<file path="config.mk">
export PLATFORM = sky130hd
export DESIGN_NAME = cost_port_arbiter
export DESIGN_NICKNAME = d
export VERILOG_FILES = /design/src/rtl/cost_arb_pkg.sv /design/src/rtl/rr_pick_nreq.sv /design/src/rtl/cost_port_arbiter.sv
export SDC_FILE = /design/constraint.sdc
export NUM_CORES = 1
export LEC_CHECK = 0
export ABC_CLOCK_PERIOD_IN_PS = 8500
export CAP_MARGIN = 20
export CORE_MARGIN = 2
export CORE_UTILIZATION = 48
export CTS_CLUSTER_SIZE = 10
export DETAILED_ROUTE_END_ITERATION = 10
export PLACE_DENSITY = 0.86
export SETUP_SLACK_MARGIN = 0.2
export SYNTH_ARGS = -nofsm -noshare
export SYNTH_HDL_FRONTEND = slang
export SYNTH_SLANG_ARGS = --single-unit
</file>
<file path="constraint.sdc">
create_clock -name CLK -period 8.5 [get_ports CLK]
set_clock_uncertainty 0.2 [all_clocks]
set_input_delay 0.85 -clock CLK [delete_from_list [all_inputs] [get_ports CLK]]
set_output_delay 0.85 -clock CLK [all_outputs]
set_load 0.05 [all_outputs]
</file>
<file path="src/rtl/cost_arb_pkg.sv">
// rtl/cost_arb_pkg.sv - shared types, widths and round-robin pick function for the cost port arbiter
package cost_arb_pkg;

    typedef enum logic {
        ARB_IDLE  = 1'b0,
        ARB_BURST = 1'b1
    } arb_state_e;

    localparam int COST_W  = 7;
    localparam int IDX_W   = 3;
    localparam int MAX_REQ = 8;

    typedef struct packed {
        logic             found;
        logic [IDX_W-1:0] idx;
    } pick_t;

    // Walk offsets from high to low so the requester nearest ptr is the last (winning) assignment.
    function automatic pick_t rr_pick(input logic [MAX_REQ-1:0] req,
                                      input logic [IDX_W-1:0]   ptr,
                                      input int                 nreq);
        pick_t r;
        int    k;
        r = '0;
        for (int i = MAX_REQ - 1; i >= 0; i--) begin
            if (i < nreq) begin
                k = int'(ptr) + i;
                if (k >= nreq) begin
                    k = k - nreq;
                end
                if (req[k]) begin
                    r.found = 1'b1;
                    r.idx   = k[IDX_W-1:0];
                end
            end
        end
        return r;
    endfunction

endpackage

</file>
<file path="src/rtl/rr_pick_nreq.sv">
// rtl/rr_pick_nreq.sv - combinational rotate-priority picker for the idle-state grant
module rr_pick_nreq
    import cost_arb_pkg::*;
#(
    parameter int NREQ = 4,
    parameter int IDW  = 2
) (
    input  logic [NREQ-1:0] req_i,
    input  logic [IDW-1:0]  ptr_i,
    output logic            found_o,
    output logic [IDW-1:0]  idx_o
);

    pick_t pick;
    logic  unused_idx;

    always_comb begin
        pick = rr_pick(MAX_REQ'(req_i), IDX_W'(ptr_i), NREQ);
    end

    assign found_o    = pick.found;
    assign idx_o      = pick.idx[IDW-1:0];
    assign unused_idx = ^pick.idx;

endmodule

</file>
<file path="src/rtl/cost_port_arbiter.sv">
// rtl/cost_port_arbiter.sv - burst round-robin arbiter sharing one cost lookup port, 2-cycle pipeline
// Optional per-requester burst counters enabled by COST_ARB_PERF_EN.
module cost_port_arbiter
    import cost_arb_pkg::*;
#(
    parameter int NREQ = 4,
    parameter int IDW  = 2
) (
    input  logic                CLK,
    input  logic                RST,
    input  logic [NREQ-1:0]     req_valid,
    input  logic [NREQ-1:0]     req_last,
    input  logic [3*NREQ-1:0]   req_w,
    input  logic [3*NREQ-1:0]   req_j,
    output logic [NREQ-1:0]     req_ready,
    output logic [NREQ-1:0]     rsp_valid,
    output logic [COST_W-1:0]   rsp_cost,
    output logic [IDX_W-1:0]    W,
    output logic [IDX_W-1:0]    J,
    input  logic [COST_W-1:0]   Cost,
    output logic                busy
`ifdef COST_ARB_PERF_EN
    ,
    input  logic                cnt_clr,
    output logic [16*NREQ-1:0]  gnt_cnt
`endif
);

    arb_state_e        state_q;
    logic [IDW-1:0]    ptr_q;
    logic [IDW-1:0]    owner_q;
    logic [IDW-1:0]    p_id_q;
    logic              p_v_q;
    logic [IDX_W-1:0]  w_q;
    logic [IDX_W-1:0]  j_q;
    logic [NREQ-1:0]   rsp_valid_q;
    logic [COST_W-1:0] rsp_cost_q;

    logic              pick_found;
    logic [IDW-1:0]    pick_idx;
    logic [IDW-1:0]    sel;
    logic [IDW-1:0]    ptr_d;
    logic              accept;
    logic              acc_last;

    rr_pick_nreq #(
        .NREQ (NREQ),
        .IDW  (IDW)
    ) u_pick (
        .req_i   (req_valid),
        .ptr_i   (ptr_q),
        .found_o (pick_found),
        .idx_o   (pick_idx)
    );

    // The burst owner keeps its grant even while it bubbles, so no other engine can interleave.
    always_comb begin
        sel       = (state_q == ARB_BURST) ? owner_q : pick_idx;
        ptr_d     = (sel == IDW'(NREQ - 1)) ? '0 : sel + IDW'(1);
        req_ready = '0;
        if (!RST && (state_q == ARB_BURST || pick_found)) begin
            req_ready[sel] = 1'b1;
        end
        accept    = |(req_ready & req_valid);
        acc_last  = accept && req_last[sel];
    end

    always_ff @(posedge CLK or posedge RST) begin
        if (RST) begin
            state_q     <= ARB_IDLE;
            ptr_q       <= '0;
            owner_q     <= '0;
            p_v_q       <= 1'b0;
            p_id_q      <= '0;
            w_q         <= '0;
            j_q         <= '0;
            rsp_valid_q <= '0;
            rsp_cost_q  <= '0;
        end else begin
            p_v_q <= accept;
            if (accept) begin
                w_q    <= req_w[IDX_W*int'(sel) +: IDX_W];
                j_q    <= req_j[IDX_W*int'(sel) +: IDX_W];
                p_id_q <= sel;
            end
            rsp_valid_q <= '0;
            if (p_v_q) begin
                rsp_valid_q[p_id_q] <= 1'b1;
                rsp_cost_q          <= Cost;
            end
            case (state_q)
                ARB_IDLE: begin
                    if (accept) begin
                        if (acc_last) begin
                            ptr_q <= ptr_d;
                        end else begin
                            owner_q <= sel;
                            state_q <= ARB_BURST;
                        end
                    end
                end
                ARB_BURST: begin
                    if (acc_last) begin
                        ptr_q   <= ptr_d;
                        state_q <= ARB_IDLE;
                    end
                end
            endcase
        end
    end

    assign W         = w_q;
    assign J         = j_q;
    assign rsp_valid = rsp_valid_q;
    assign rsp_cost  = rsp_cost_q;
    assign busy      = (state_q == ARB_BURST);

`ifdef COST_ARB_PERF_EN
    logic [15:0] cnt_q [NREQ];

    always_ff @(posedge CLK or posedge RST) begin
        if (RST) begin
            for (int k = 0; k < NREQ; k++) begin
                cnt_q[k] <= '0;
            end
        end else begin
            for (int k = 0; k < NREQ; k++) begin
                if (cnt_clr) begin
                    cnt_q[k] <= '0;
                end else if (acc_last && sel == IDW'(k) && cnt_q[k] != 16'hFFFF) begin
                    cnt_q[k] <= cnt_q[k] + 16'd1;
                end
            end
        end
    end

    for (genvar g = 0; g < NREQ; g++) begin : g_cnt
        assign gnt_cnt[16*g +: 16] = cnt_q[g];
    end
`endif

endmodule

</file>
==> flow_metrics.env <==
export IMPL_ys_warnings_count=0
export IMPL_ys_seq_elements=25
export IMPL_cts_root_buf="clkbuf_4"
export IMPL_rsz0062_at_grt="no"
export IMPL_async_reset_ff_frac=1.00
export IMPL_drt_met1_wl_um=1620
export IMPL_powerDensity_mw_per_mm2=417
export IMPL_fin_hold_ws_ns=0.313
export IMPL_cts_tree="done"
export IMPL_min_period_over_period=0.566
export IMPL_finalSetupViolCount=0
export IMPL_vias_per_cell=5.60
export IMPL_seq_area_sq_um=626
export IMPL_dpl_cell_area_sq_mm=0.00230
export IMPL_slew_violations=0
export IMPL_fill_cells=242
export IMPL_tns_ns=0
export IMPL_area_delta_synth_final_pct=37.7
export IMPL_numCtsBuffers=3
export IMPL_ys_top_cells_by_area="dfrtp_1, mux2_2, mux2i_1"
export IMPL_dr_wl_met3_um=319
export IMPL_grt_max_degree=27
export IMPL_drv_cap=0
export IMPL_clockBufferDepth=2
export IMPL_syn_area_sq_mm=0.00171
export IMPL_yosys_most_used_dff="dfrtp_1"
export IMPL_grt_pass1_vias=1438
export IMPL_drc=0
export IMPL_worst_slack_ns=3.69
export IMPL_cts_resized=0
export IMPL_antennaDiodeCount=0
export IMPL_wl_um=3920
export IMPL_clk_pin_slew_worst_paths_ns=0.13
export IMPL_multi_input_area_sq_um=962
export IMPL_worst_ep_required_time_ns=7.45
export IMPL_critPathMaxStageDelay_ns=0.79
export IMPL_slowest_stage="clkdlybuf4s50_1"
export IMPL_place_ws_ns=3.77
export IMPL_p_leak_uw=0.00102
export IMPL_post_drt_wl_per_cell_um=15.1
export IMPL_tightest_slew_ns=0.797
export IMPL_endpoint_kind="output port"
export IMPL_dr_max_layer_used="met4"
export IMPL_hp_class="flop to flop"
export IMPL_final_util=0.694
export IMPL_clock_sinks=25
export IMPL_gp_congestion=0.928
export IMPL_drtPass1Iterations=5
export IMPL_ctsHoldBuffers=0
export IMPL_ant_nets=0
export IMPL_hold_viol=0
export IMPL_die_w_um=63.7
export IMPL_vias=1455
export IMPL_critPathBufInv=2
export IMPL_fmax_ghz=0.208
export IMPL_synth_nets=201
export IMPL_min_period_ns=4.81
export IMPL_postCtsSetupRepairBufs=0
export IMPL_slew_headroom=0.462
export IMPL_synth_area_per_cell_sq_um=10.8
export IMPL_drive_gt1_frac=0.159
export IMPL_antenna_found_initial=0
export IMPL_critPathKind="flop to output port"
export IMPL_coreArea_sq_mm=0.00339
export IMPL_synth_top_area_frac=0.366
export IMPL_insertion_delay_ns=0.31
export IMPL_htreeDepth=1
export IMPL_ys_top_cells_by_count="dfrtp_1, mux2i_1, mux2_2, nand2_1, inv_1"
export IMPL_synth_distinct_cells=46
export IMPL_dieArea_sq_mm=0.00405
export IMPL_cp_top_family="buffers and inverters"
export IMPL_synth_cells=158
export IMPL_worstSetupStartpointType="flop"
export IMPL_rows=21
export IMPL_wl_met2_um=1950
export IMPL_io_buffers=62
export IMPL_crit_path_frequent_cell="ha_1"
export IMPL_ys_seq_area_frac=0.366
export IMPL_path_cells="inv_1 -> ha_1 -> mux2i_1 -> o21ai_2 -> a41oi_2 -> and2_4 -> ha_1 -> and2_1 -> clkdlybuf4s50_1"
export IMPL_grt_first_pass_wirelength_um=6480
export IMPL_synth_area_leader_cell="dfrtp_1"
export IMPL_drt_iter0_drc=102
export IMPL_die_y_um=63.7
export IMPL_track_usage=0.202
export IMPL_run_status="finished, final reports clean"
export IMPL_synth_edf_count=0
export IMPL_crit_path_max_fanout=21
export IMPL_pin_count=63
export IMPL_place_hpwl_um=3090
export IMPL_cp_arrival_ns=3.76
export IMPL_fin_nets=258
export IMPL_yosysMostFrequentCell="dfrtp_1"
export IMPL_overflow=0
export IMPL_initial_core_util=0.504
export IMPL_final_area_sq_mm=0.00235
export IMPL_max_vdd_ir_drop_uv=229
## final timing paths
| path | slack, ns | from | endpoint | cells past startpoint |
|---|---|---|---|---|
| max | 3.69 | ptr_q[0] | req_ready[3] | 9 |
| min | 0.31 | owner_q[0] | owner_q[0] | 1 |
| max reg2reg | 4.07 | ptr_q[0] | ptr_q[1] | 12 |
| min reg2reg | 0.31 | owner_q[0] | owner_q[0] | 1 |
| max in group asynchronous | 7.25 | RST | asynchronous set/reset pin | 3 |
| min in group asynchronous | 0.71 | RST | rsp_cost[0] | 3 |
## sequential cells by signal, indices dropped and copies added, names as in the netlist, named ones only
register and flops:
W 3, ptr_q 2, p_id_q 2, owner_q 2, rsp_cost 7, p_v_q 1
J 3, rsp_valid 4
## report_power, final
part           switching [uW]  total [uW]  internal [uW]
logic                     398         696            298
registers                60.0         233            174
clock network            34.4        52.0           17.6
total                     492         981            489
## per-layer routing
layer,GRT usage,vias to the layer above
li1,-,693
met1,0.235,685
met2,0.362,73
met3,0.0571,4
met4,0.0543,0
met5,0,-
## kinds of logic (layout without fill, tap and decap cells)
logic type	after synthesis	count (layout)	share of synthesized area
DFF	25	25	0.366
AOI/OAI and AO/OA	34	34	0.166
muxes	40	40	0.262
buffers and inverters	19	75	0.0703
adders and majority gates	2	2	0.0146
and+or+nand+nor	38	38	0.122
## stage by stage
| stage | total power, uW | cells |
|---|---|---|
| floorplan | 781 | 158 |
| global placement | 918 | 255 |
| detailed placement | 930 | 255 |
| CTS | 985 | 259 |
| global route | 1050 | 260 |
| finish | 981 | 260 |
## area by class of cell
| cell class | instances | area share |
|---|---|---|
| inverters | 8 | 0.0128 |
| clock buffers | 3 | 0.00958 |
| clock inverters | 1 | 0.00213 |
| well taps | 46 | 0.0245 |
| multi-input cells | 114 | 0.409 |
| repair buffers | 63 | 0.276 |
| flip-flops and latches | 25 | 0.266 |
## cell usage in the layout, fill, tap and decap left out, types with 3 or more instances in the layout
cell type and n:
o21ai_1 4, inv_1 8, mux2_2 17, clkdlybuf4s50_1 62, clkbuf_4 3, nor2_1 6, nand2_1 13, a21oi_1 3
o211ai_1 4, nand3_1 3, nor3b_1 3, dfrtp_1 25, mux2i_1 18
(Power assumes the default switching activity.)
